==> src/rtl/cam_pkg.sv <==
// Shared definitions for the camera capture block: FSM encoding and
// default geometry constants.
package cam_pkg;

  typedef enum logic [1:0] {
    IDLE       = 2'd0,
    WAIT_BLANK = 2'd1,
    BLANK      = 2'd2,
    LINE       = 2'd3
  } cam_state_e;

  localparam int DEF_IMG_W = 320;
  localparam int DEF_IMG_H = 240;
  localparam int DEF_DECIM = 1;

  // Decimation is restricted to powers of two, so division becomes a shift.
  function automatic int decim_shift(input int decim);
    return (decim >= 4) ? 2 : (decim >= 2) ? 1 : 0;
  endfunction

endpackage

==> src/rtl/cam_addr_gen.sv <==
// Source pixel/line counting, decimation and bounds test, and incremental
// linear address generation for the capture block.
module cam_addr_gen
  import cam_pkg::*;
#(
  parameter int IMG_W   = DEF_IMG_W,
  parameter int IMG_H   = DEF_IMG_H,
  parameter int XY_W    = 11,
  parameter int ADDR_W  = 19,
  parameter int DECIM   = DEF_DECIM,
  parameter int Y_PHASE = 1
) (
  input  logic              pclk,
  input  logic              reset_n,
  input  logic              clear,
  input  logic              active,
  input  logic              href,
  input  logic              href_rise,
  input  logic              href_fall,
  output logic              accept,
  output logic              ovf_hit,
  output logic [XY_W-1:0]   x_out,
  output logic [XY_W-1:0]   y_out,
  output logic [ADDR_W-1:0] addr
);

  // Extra headroom so oversized lines saturate instead of aliasing back
  // into the visible window.
  localparam int              SRC_W = XY_W + 3;
  localparam int              DSH   = decim_shift(DECIM);
  localparam logic [SRC_W-1:0] DMASK = SRC_W'(DECIM - 1);
  localparam logic            Y_SEL = (Y_PHASE != 0);

  logic [SRC_W-1:0]  src_x;
  logic [SRC_W-1:0]  src_y;
  logic [SRC_W-1:0]  cur_x;
  logic [SRC_W-1:0]  dx;
  logic [SRC_W-1:0]  dy;
  logic [ADDR_W-1:0] line_base;
  logic              phase;
  logic              cur_phase;
  logic              is_y;
  logic              on_grid;
  logic              in_bounds;

  // The first byte of a line sees the cleared column and phase.
  assign cur_x     = href_rise ? '0 : src_x;
  assign cur_phase = href_rise ? 1'b0 : phase;
  assign is_y      = active && href && (cur_phase == Y_SEL);

  assign dx        = cur_x >> DSH;
  assign dy        = src_y >> DSH;
  assign on_grid   = ((cur_x & DMASK) == '0) && ((src_y & DMASK) == '0);
  assign in_bounds = (dx < SRC_W'(IMG_W)) && (dy < SRC_W'(IMG_H));

  assign accept    = is_y && on_grid && in_bounds;
  assign ovf_hit   = is_y && on_grid && !in_bounds;
  assign x_out     = dx[XY_W-1:0];
  assign y_out     = dy[XY_W-1:0];
  assign addr      = line_base + ADDR_W'(dx);

  // line_base tracks y_out*IMG_W by adding IMG_W whenever y_out advances.
  always_ff @(posedge pclk or negedge reset_n) begin
    if (!reset_n) begin
      src_x     <= '0;
      src_y     <= '0;
      phase     <= 1'b0;
      line_base <= '0;
    end else if (clear) begin
      src_x     <= '0;
      src_y     <= '0;
      phase     <= 1'b0;
      line_base <= '0;
    end else if (active) begin
      if (href) begin
        phase <= ~cur_phase;
        if (is_y)
          src_x <= (cur_x == '1) ? cur_x : cur_x + 1'b1;
        else if (href_rise)
          src_x <= '0;
      end else if (href_fall) begin
        phase <= 1'b0;
        if (src_y != '1) begin
          src_y <= src_y + 1'b1;
          if (((src_y + 1'b1) & DMASK) == '0)
            line_base <= line_base + ADDR_W'(IMG_W);
        end
      end
    end
  end

endmodule

==> src/rtl/cam_capture.sv <==
// Camera capture front end: frame FSM, vsync/href edge detection and the
// registered pixel write interface.
module cam_capture
  import cam_pkg::*;
#(
  parameter int IMG_W   = DEF_IMG_W,
  parameter int IMG_H   = DEF_IMG_H,
  parameter int XY_W    = 11,
  parameter int ADDR_W  = 19,
  parameter int DECIM   = DEF_DECIM,
  parameter int Y_PHASE = 1,
  parameter int VS_ACT  = 0,
  parameter int BORDER  = 1
) (
  input  logic              pclk,
  input  logic              reset_n,
  input  logic              enable,
  input  logic              vsync,
  input  logic              href,
  input  logic [7:0]        data,
  output logic [7:0]        value,
  output logic [XY_W-1:0]   x_addr,
  output logic [XY_W-1:0]   y_addr,
  output logic [ADDR_W-1:0] mem_addr,
  output logic              is_val,
  output logic              frame_start,
  output logic              frame_done,
  output logic [15:0]       frame_cnt,
  output logic              ovf
);

  localparam logic VS_LVL = (VS_ACT != 0);

  cam_state_e        state_q;
  cam_state_e        state_d;
  logic              vs_blank;
  logic              vs_blank_q;
  logic              href_q;
  logic              href_rise;
  logic              href_fall;
  logic              start_det;
  logic              end_det;
  logic              active;
  logic              accept;
  logic              ovf_hit;
  logic              is_border;
  logic [XY_W-1:0]   x_cur;
  logic [XY_W-1:0]   y_cur;
  logic [ADDR_W-1:0] addr_cur;

  assign vs_blank  = (vsync == VS_LVL);
  assign href_rise = href && !href_q;
  assign href_fall = !href && href_q;
  // Blanking in the same cycle as a byte ends the frame first; the byte is lost.
  assign active    = (state_q == LINE) && !vs_blank;

  always_ff @(posedge pclk or negedge reset_n) begin
    if (!reset_n) begin
      state_q    <= IDLE;
      vs_blank_q <= 1'b0;
      href_q     <= 1'b0;
    end else begin
      state_q    <= state_d;
      vs_blank_q <= vs_blank;
      href_q     <= href;
    end
  end

  always_comb begin
    // NOTE: defaults first so every path assigns each output; no latches.
    state_d   = state_q;
    start_det = 1'b0;
    end_det   = 1'b0;
    case (state_q)
      IDLE:       if (enable) state_d = WAIT_BLANK;
      WAIT_BLANK: if (vs_blank) state_d = BLANK;
      BLANK: begin
        // Only a genuine blanking-to-active edge starts a frame.
        if (vs_blank_q && !vs_blank) begin
          if (enable) begin
            state_d   = LINE;
            start_det = 1'b1;
          end else begin
            state_d = IDLE;
          end
        end
      end
      LINE: begin
        if (vs_blank) begin
          state_d = BLANK;
          end_det = 1'b1;
        end
      end
      default: state_d = IDLE;
    endcase
  end

  cam_addr_gen #(
    .IMG_W   (IMG_W),
    .IMG_H   (IMG_H),
    .XY_W    (XY_W),
    .ADDR_W  (ADDR_W),
    .DECIM   (DECIM),
    .Y_PHASE (Y_PHASE)
  ) u_addr_gen (
    .pclk      (pclk),
    .reset_n   (reset_n),
    .clear     (start_det),
    .active    (active),
    .href      (href),
    .href_rise (href_rise),
    .href_fall (href_fall),
    .accept    (accept),
    .ovf_hit   (ovf_hit),
    .x_out     (x_cur),
    .y_out     (y_cur),
    .addr      (addr_cur)
  );

  assign is_border = (BORDER != 0) &&
                     ((x_cur == '0) || (x_cur == XY_W'(IMG_W - 1)) ||
                      (y_cur == '0) || (y_cur == XY_W'(IMG_H - 1)));

  always_ff @(posedge pclk or negedge reset_n) begin
    if (!reset_n) begin
      value       <= '0;
      x_addr      <= '0;
      y_addr      <= '0;
      mem_addr    <= '0;
      is_val      <= 1'b0;
      frame_start <= 1'b0;
      frame_done  <= 1'b0;
      frame_cnt   <= '0;
      ovf         <= 1'b0;
    end else begin
      // NOTE: registered state is updated with non-blocking assignments only.
      frame_start <= start_det;
      frame_done  <= end_det;
      is_val      <= accept;
      if (end_det)
        frame_cnt <= frame_cnt + 16'd1;
      if (start_det) begin
        ovf      <= 1'b0;
        mem_addr <= '0;
      end else begin
        if (ovf_hit)
          ovf <= 1'b1;
        if (accept) begin
          value    <= is_border ? 8'hFF : data;
          x_addr   <= x_cur;
          y_addr   <= y_cur;
          mem_addr <= addr_cur;
        end
      end
    end
  end

endmodule
==> config.mk <==
export PLATFORM = sky130hd
export DESIGN_NAME = cam_capture
export DESIGN_NICKNAME = d
export VERILOG_FILES = /design/src/rtl/cam_pkg.sv /design/src/rtl/cam_addr_gen.sv /design/src/rtl/cam_capture.sv
export SDC_FILE = /design/constraint.sdc
export NUM_CORES = 1
export LEC_CHECK = 0
export CAP_MARGIN = 10
export CORE_AREA = 2 2 83 165
export DETAILED_ROUTE_END_ITERATION = 8
export DIE_AREA = 0 0 85 167
export MAX_ROUTING_LAYER = met4
export PLACE_DENSITY = 0.8
export SLEW_MARGIN = 20
export SYNTH_ARGS = -nofsm -noshare
export SYNTH_HDL_FRONTEND = slang
export SYNTH_HIERARCHICAL = 1
export SYNTH_SLANG_ARGS = --single-unit
==> constraint.sdc <==
create_clock -name pclk -period 3.53 [get_ports pclk]
set_input_delay 0.5295 -clock pclk [delete_from_list [all_inputs] [get_ports pclk]]
set_output_delay 0.5295 -clock pclk [all_outputs]
set_load 0.05 [all_outputs]
==> results of run 1 <==
==> worst max-delay path, stage by stage <==
cell	delay, ns
clkdlybuf4s50_1	0.47
nor2b_2	0.18
buf_12	0.20
nor2b_1	0.09
buf_4	0.15
nor4_1	0.23
and4_1	0.27
inv_1	0.06
nor2_2	0.25
o21a_1	0.24
buf_12	0.19
nor2_1	0.06
a31oi_1	0.17
==> stage by stage <==
| step | area (um2) | util [%] | worst slack (ns) |
|---|---|---|---|
| 2_1_floorplan | 6380 | - | 0.489 |
| 3_3_place_gp | 7360 | 57.0 | 0.418 |
| 4_1_cts | 7950 | 61.6 | 0.703 |
| 6_report | 7960 | 61.6 | 0.729 |
| 5_1_grt | 7960 | 61.6 | 0.588 |
| 3_5_place_dp | 7360 | 57.0 | 0.278 |
==> placed cells by master (no fill, tap or decap), types with 13 or more instances in the layout <==
cell type        instances
a21oi_1                 16
buf_4                   19
clkbuf_16               17
clkdlybuf4s50_1         80
dfrtp_1                115
mux2i_1                 22
nand2_1                106
nand3_1                 26
nand4_1                 17
nor2_1                  78
nor2b_1                 19
nor4_1                  16
o21ai_0                 20
xnor2_1                 33
xor2_1                  13
==> area by class of cell <==
class,count,share of cell area [%]
multi-input combinational,511,40.6
sequential,115,36.2
timing repair buffer,103,12.9
clock buffer,18,5.52
tap,152,2.39
clock inverter,14,1.93
inverter,12,0.566
==> where the power goes <==
group,switching [mW],internal (mW)
logic,0.599,0.317
registers,0.164,1.44
clock network,0.644,1.06
total,1.41,2.82
==> flip-flops by register name (all words and copies together) (netlist names), 2 cells and up <==
register	cells
mem_addr	19
frame_cnt	16
u_addr_gen/dy	14
u_addr_gen/src_x	14
u_addr_gen/line_base	13
x_addr	11
y_addr	11
value	8
state_q	2
==> final timing paths <==
path	start	end	slack (ns)
worst max-delay path	href	value[0]$_DFFE_PN0P_	0.73
worst min-delay path	reset_n	frame_cnt[4]$_DFFE_PN0P_	0.20
worst max register to register	href_q$_DFF_PN0_	value[0]$_DFFE_PN0P_	0.94
worst min register to register	y_addr[1]$_DFFE_PN0P_	y_addr[1]$_DFFE_PN0P_	0.47
max in group asynchronous	reset_n	y_addr[10]$_DFFE_PN0P_	2.55
min in group pclk	y_addr[1]$_DFFE_PN0P_	y_addr[1]$_DFFE_PN0P_	0.47
==> kinds of logic (layout without fill, tap and decap cells) <==
group           count (synthesis)  in the layout
buf+inv                        60            147
simple gates                  334            334
fa+ha+maj                      11             11
mux                            23             23
other cells                     1              1
flops                         115            115
compound gates                 95             95
xor+xnor                       47             47
==> metal layers <==
metal | vias up | track usage (%) | part of all wire, %
met4 | 0 | 12.2 | 3.7
met5 | - | - | 0
met1 | 2707 | 28.3 | 37
met3 | 40 | 4.31 | 4.5
met2 | 207 | 44.0 | 54
li1 | 2566 | - | -
==> run_results.csv, run 1 <==
group,metric,value,unit
synthesis,yosys_warnings,6,
final_layout,n_fill_cell,1020,
timing,fmax,0.357,GHz
timing,hold_violations,0,
clock_tree,post_cts_buffers,0,
synthesis,netlist_area,6380,um2
synthesis,synthAdderAreaFrac,2.16,%
synthesis,yosys.area_share.simple,27.3,%
setup_path,required,3.86,ns
route,remaining_drc_errors,0,
outcome,outcome,"finished, final reports clean",
placed_design,dp_hpwl,12400,um
synthesis,muxShareOfSynthArea,3.63,%
placed_design,portBuffers,81,
timing,max-slew-margin-rel,47.5,%
setup_path,cp-start-kind,"input pin",
floorplanning,die_height,167,um
final_layout,layout.nets,784,
grt,grt_pass1_wl,28200,um
grt,grt_max_degree,59,
floorplanning,die_w,85,um
route,viasPerCell,5.97,
synthesis,synth_compound_area_share,10.5,%
synthesis,avgSynthCellArea,9.31,um2
route,first_pass_iters,5,
grt,grt_pass1_vias,5603,
pwr,p_leak,3.54,nW
floorplanning,die_area,14200,um2
clock_tree,cts_max_level,4,
floorplanning,core,12900,um2
clock_tree,cts.path.max_buffers,2,
synthesis,ys.flop_type,"dfrtp_1",
final_layout,layout-drive-gt1-share,10.1,%
synthesis,ys_seq_area_share,45.1,%
setup_path,reg2reg_depth,12,
pwr,power,4.23,mW
timing,max_slew.worst_pin.slew,0.787,ns
clock_tree,cts_hold_buf,0,
pwr,powerDensity,531,nW/um2
clock_tree,cts_root_buf,"clkbuf_16",
synthesis,synth.most_common_cell,"dfrtp_1",
flow_run,cap_viol_max_count,0,
placed_design,gp_congestion,0.925,
route,route.vias.total,5520,
clock_tree,cts_tree,"done",
setup_path,crit_arrival,3.13,ns
grt,antenna_found_initial,0,
timing,fin_skew,0.0165,ns
clock_tree,cts_resized,0,
clock_tree,insertion_delay,0.42,ns
timing,finalSetupViolations,0,
synthesis,synth_edf_count,0,
synthesis,yosys.area.top_type,"dfrtp_1",
timing,fin_setup_tns,0,ns
floorplanning,rows,59,
synthesis,yosys-top-cells-area,"dfrtp_1, nand2_1, nor2_1",
synthesis,syn_nets,710,
timing,slew_viol_final,0,
synthesis,syn_inst,686,
grt,overflow,0,
floorplanning,initial_core_util,49.4,%
clock_tree,clock_sinks,115,
timing,min_period,2.80,ns
route,drt_wl_total,17100,um
route,drtAntennaViolNets,0,
final_layout,diodes,0,
synthesis,ys_types,75,
setup_path,crit_fanout,37,
synthesis,ys_async_sr_fraction,100,%
synthesis,synthTopCellsByCount,"dfrtp_1, nand2_1, nor2_1",
route,first_iter_violations,388,
final_layout,seq_area,2880,um2
synthesis,ys_seq_elements,115,
setup_path,cp-end-kind,"register",
worst_hold_path,min_path_type,"input pin to asynchronous set/reset pin",
final_layout,multi_input_area,3230,um2
timing,whs,0.200,ns
synthesis,synth_top_family_by_area,"simple AND/OR/NAND/NOR gates",
setup_path,critPathKind,"input pin to register",
final_layout,synthToLayoutAreaGrowth,24.7,%
pwr,ir_worst_vdd,0.682,mV
floorplanning,num_io_pins,82,
route,routedWlPerCell,18.5,um
clock_tree,clk_pin_slew,0.06,ns
timing,rsz0062_at_grt,"no",
synthesis,synth_top_area_share,45.1,%
grt,grt_usage,25.6,%
timing,period_share,79.3,%
synthesis,synth_xor_area_share,6.57,%
placed_design,dpl.cell_count,893,
final_layout,final_cells,925,
clock_tree,numCtsBuffers,17,
No activity file was read; power rests on OpenSTA's default activity.
==> run 2, diff against run 1 <==
--- a/config.mk
+++ b/config.mk
@@ -10,7 +10,7 @@
 export DETAILED_ROUTE_END_ITERATION = 8
 export DIE_AREA = 0 0 85 167
 export MAX_ROUTING_LAYER = met4
-export PLACE_DENSITY = 0.8
+export PLACE_DENSITY = 0.83
 export SLEW_MARGIN = 20
 export SYNTH_ARGS = -nofsm -noshare
 export SYNTH_HDL_FRONTEND = slang
==> constraint.sdc (replaced) <==
create_clock -name pclk -period 2.35 [get_ports pclk]
set_input_delay 0.3525 -clock pclk [delete_from_list [all_inputs] [get_ports pclk]]
set_output_delay 0.3525 -clock pclk [all_outputs]
set_load 0.05 [all_outputs]
==> run 2 against run 1 <==
  * The flow now finishes with violations (negative setup slack)
  * Sequential power grew 48%
  * Die area is the same
  * Core utilization increased by 6.7 points
  * First-iteration DRC count rose by 45%
  * Sequential share of layout area fell by 3.5 points
  * Highest routed layer unchanged
==> run_results.csv, run 2 (same netlist as run 1, synthesis figures left out) <==
group,metric,value,unit
worst_hold_path,min_path_type,"input pin to register",
floorplanning,die_height,167,um
grt,grt_usage,28.5,%
final_layout,synthToLayoutAreaGrowth,38.2,%
timing,period_share,102,%
outcome,violations,"negative setup slack",
setup_path,cp-end-kind,"register",
timing,hold_violations,0,
pwr,ir_worst_vdd,0.881,mV
route,viasPerCell,6.12,
timing,setup_ws,-0.0360,ns
worst_hold_path,worstHoldStart,"href",
placed_design,dp_hpwl,13600,um
setup_path,worstPathCellList,"nor2b_4 -> buf_6 -> nor2b_2 -> ha_4 -> buf_4 -> or4_1 -> o311a_1 -> o311ai_1 -> mux2i_1 -> nor2_1",
outcome,outcome,"finished with violations",
pwr,powerDensity,748,nW/um2
setup_path,crit_slowest_cell,"or4_1",
setup_path,cp-start-kind,"register",
placed_design,gp_congestion,0.995,
final_layout,regMostFlops,"mem_addr",
setup_path,critPathKind,"register to register",
clock_tree,cts.path.max_buffers,2,
final_layout,diodes,0,
grt,grt_pass1_wl,31100,um
final_layout,final_core_util,68.3,%
final_layout,layout.nets,861,
placed_design,pre_cts_ws,-0.684,ns
route,first_iter_violations,564,
timing,min_period,2.39,ns
setup_path,crit_arrival,2.74,ns
setup_path,worstSetupStartpoint,"href_q$_DFF_PN0_",
route,first_pass_iters,8,
timing,max_slew.worst_pin.slew,0.670,ns
setup_path,crit_fanout,8,
floorplanning,die_area,14200,um2
pwr,p_leak,3.96,nW
timing,fmax,0.419,GHz
timing,max-slew-margin-rel,55.3,%
final_layout,largest_reg_flops,19,
timing,finalSetupViolations,17,
final_layout,final_common_cell,"dfrtp_1",
clock_tree,insertion_delay,0.43,ns
timing,rsz0062_at_grt,"yes",
final_layout,fin_area,8820,um2
final_layout,final_cell_mix,"dfrtp_1, nand2_1, buf_4, clkdlybuf4s50_1, nor2_1",
timing,whs,0.351,ns
route,remaining_drc_errors,0,
clock_tree,clk_pin_slew,0.06,ns
clock_tree,clock_sinks,115,
setup_path,required,2.71,ns
setup_path,r2r_start,"href_q$_DFF_PN0_",
route,routedWlPerCell,19.8,um
clock_tree,cts_tree,"done",
grt,grt_pass1_vias,6255,
placed_design,dpl-instance-area,7890,um2
clock_tree,cts_root_buf,"clkbuf_16",
route,drt_wl_total,19800,um
floorplanning,initial_core_util,49.4,%
floorplanning,num_io_pins,82,
setup_path,cp_slowest_stage_delay,0.54,ns
clock_tree,cts_max_level,4,
flow_run,cap_viol_max_count,0,
timing,fin_skew,0.0121,ns
grt,grt_max_degree,52,
floorplanning,die_w,85,um
grt,overflow,0,
floorplanning,rows,59,
final_layout,reg.largest.list,"mem_addr: 19 flops, frame_cnt: 16 flops",
clock_tree,numCtsBuffers,17,
final_layout,layout-drive-gt1-share,21.9,%
placed_design,portBuffers,81,
timing,slew_viol_final,0,
route,route.vias.total,6136,
floorplanning,core,12900,um2
grt,antenna_found_initial,0,
route,drtAntennaViolNets,0,
[run 2: per-stage QoR]
stage               total power, mW  setup TNS (ns)  cells
floorplan                      3.30         -0.0200    686
CTS                            6.56         -0.0319    996
global route                   6.83           -2.96   1002
finish                         6.60          -0.248   1002
global placement               3.88          -25.43    957
detailed placement             3.93          -30.21    957
[run 2: final timing paths]
kind	to	slack [ns]	cells past startpoint
hold reg to reg	y_addr[5]$_DFFE_PN0P_	0.48	2
max in group asynchronous	u_addr_gen/dy[1]$_DFFE_PN0N_	1.32	3
setup / recovery	mem_addr[12]$_DFFE_PN0P_	-0.04	10
min in group asynchronous	mem_addr[2]$_DFFE_PN0P_	0.43	2
hold / removal	href_q$_DFF_PN0_	0.35	2
setup reg to reg	mem_addr[12]$_DFFE_PN0P_	-0.04	10
[run 2: area by class of cell]
type / instances / area (um2)
fill: 891 / 4100
multi-input combinational: 512 / 3460
sequential: 115 / 2880
timing repair buffer: 179 / 1650
clock buffer: 17 / 425
tap: 152 / 190
clock inverter: 15 / 169
inverter: 12 / 45.0
[run 2: layer usage]
layer,vias to the layer above,global-route usage [%],routed length [um]
li1,2730,-,-
met4,0,16.1,1230
met5,-,-,0
met2,299,50.9,10900
met3,110,4.51,857
met1,2997,28.5,6860
[run 2: worst max-delay path: cells and delay by family, from the launching register on]
family	cells	cell delay (ns)
simple gates	4	0.99
compound gates	2	0.25
flops	1	0.41
fa+ha+maj	1	0.24
mux	1	0.13
buf+inv	2	0.29
[run 2: repair_timing]
action	CTS	global route
pin swaps	9	5
hold buffers	1	0
endpoints found under the setup margin	49	40
gates cloned	0	2
setup buffers	6	4
resized for setup	22	23
hold endpoints to repair	29	0
[run 2: power by group]
| group | switching (mW) | internal, mW |
|---|---|---|
| Sequential | 0.221 | 2.17 |
| Combinational | 0.984 | 0.604 |
| Clock | 1.04 | 1.59 |
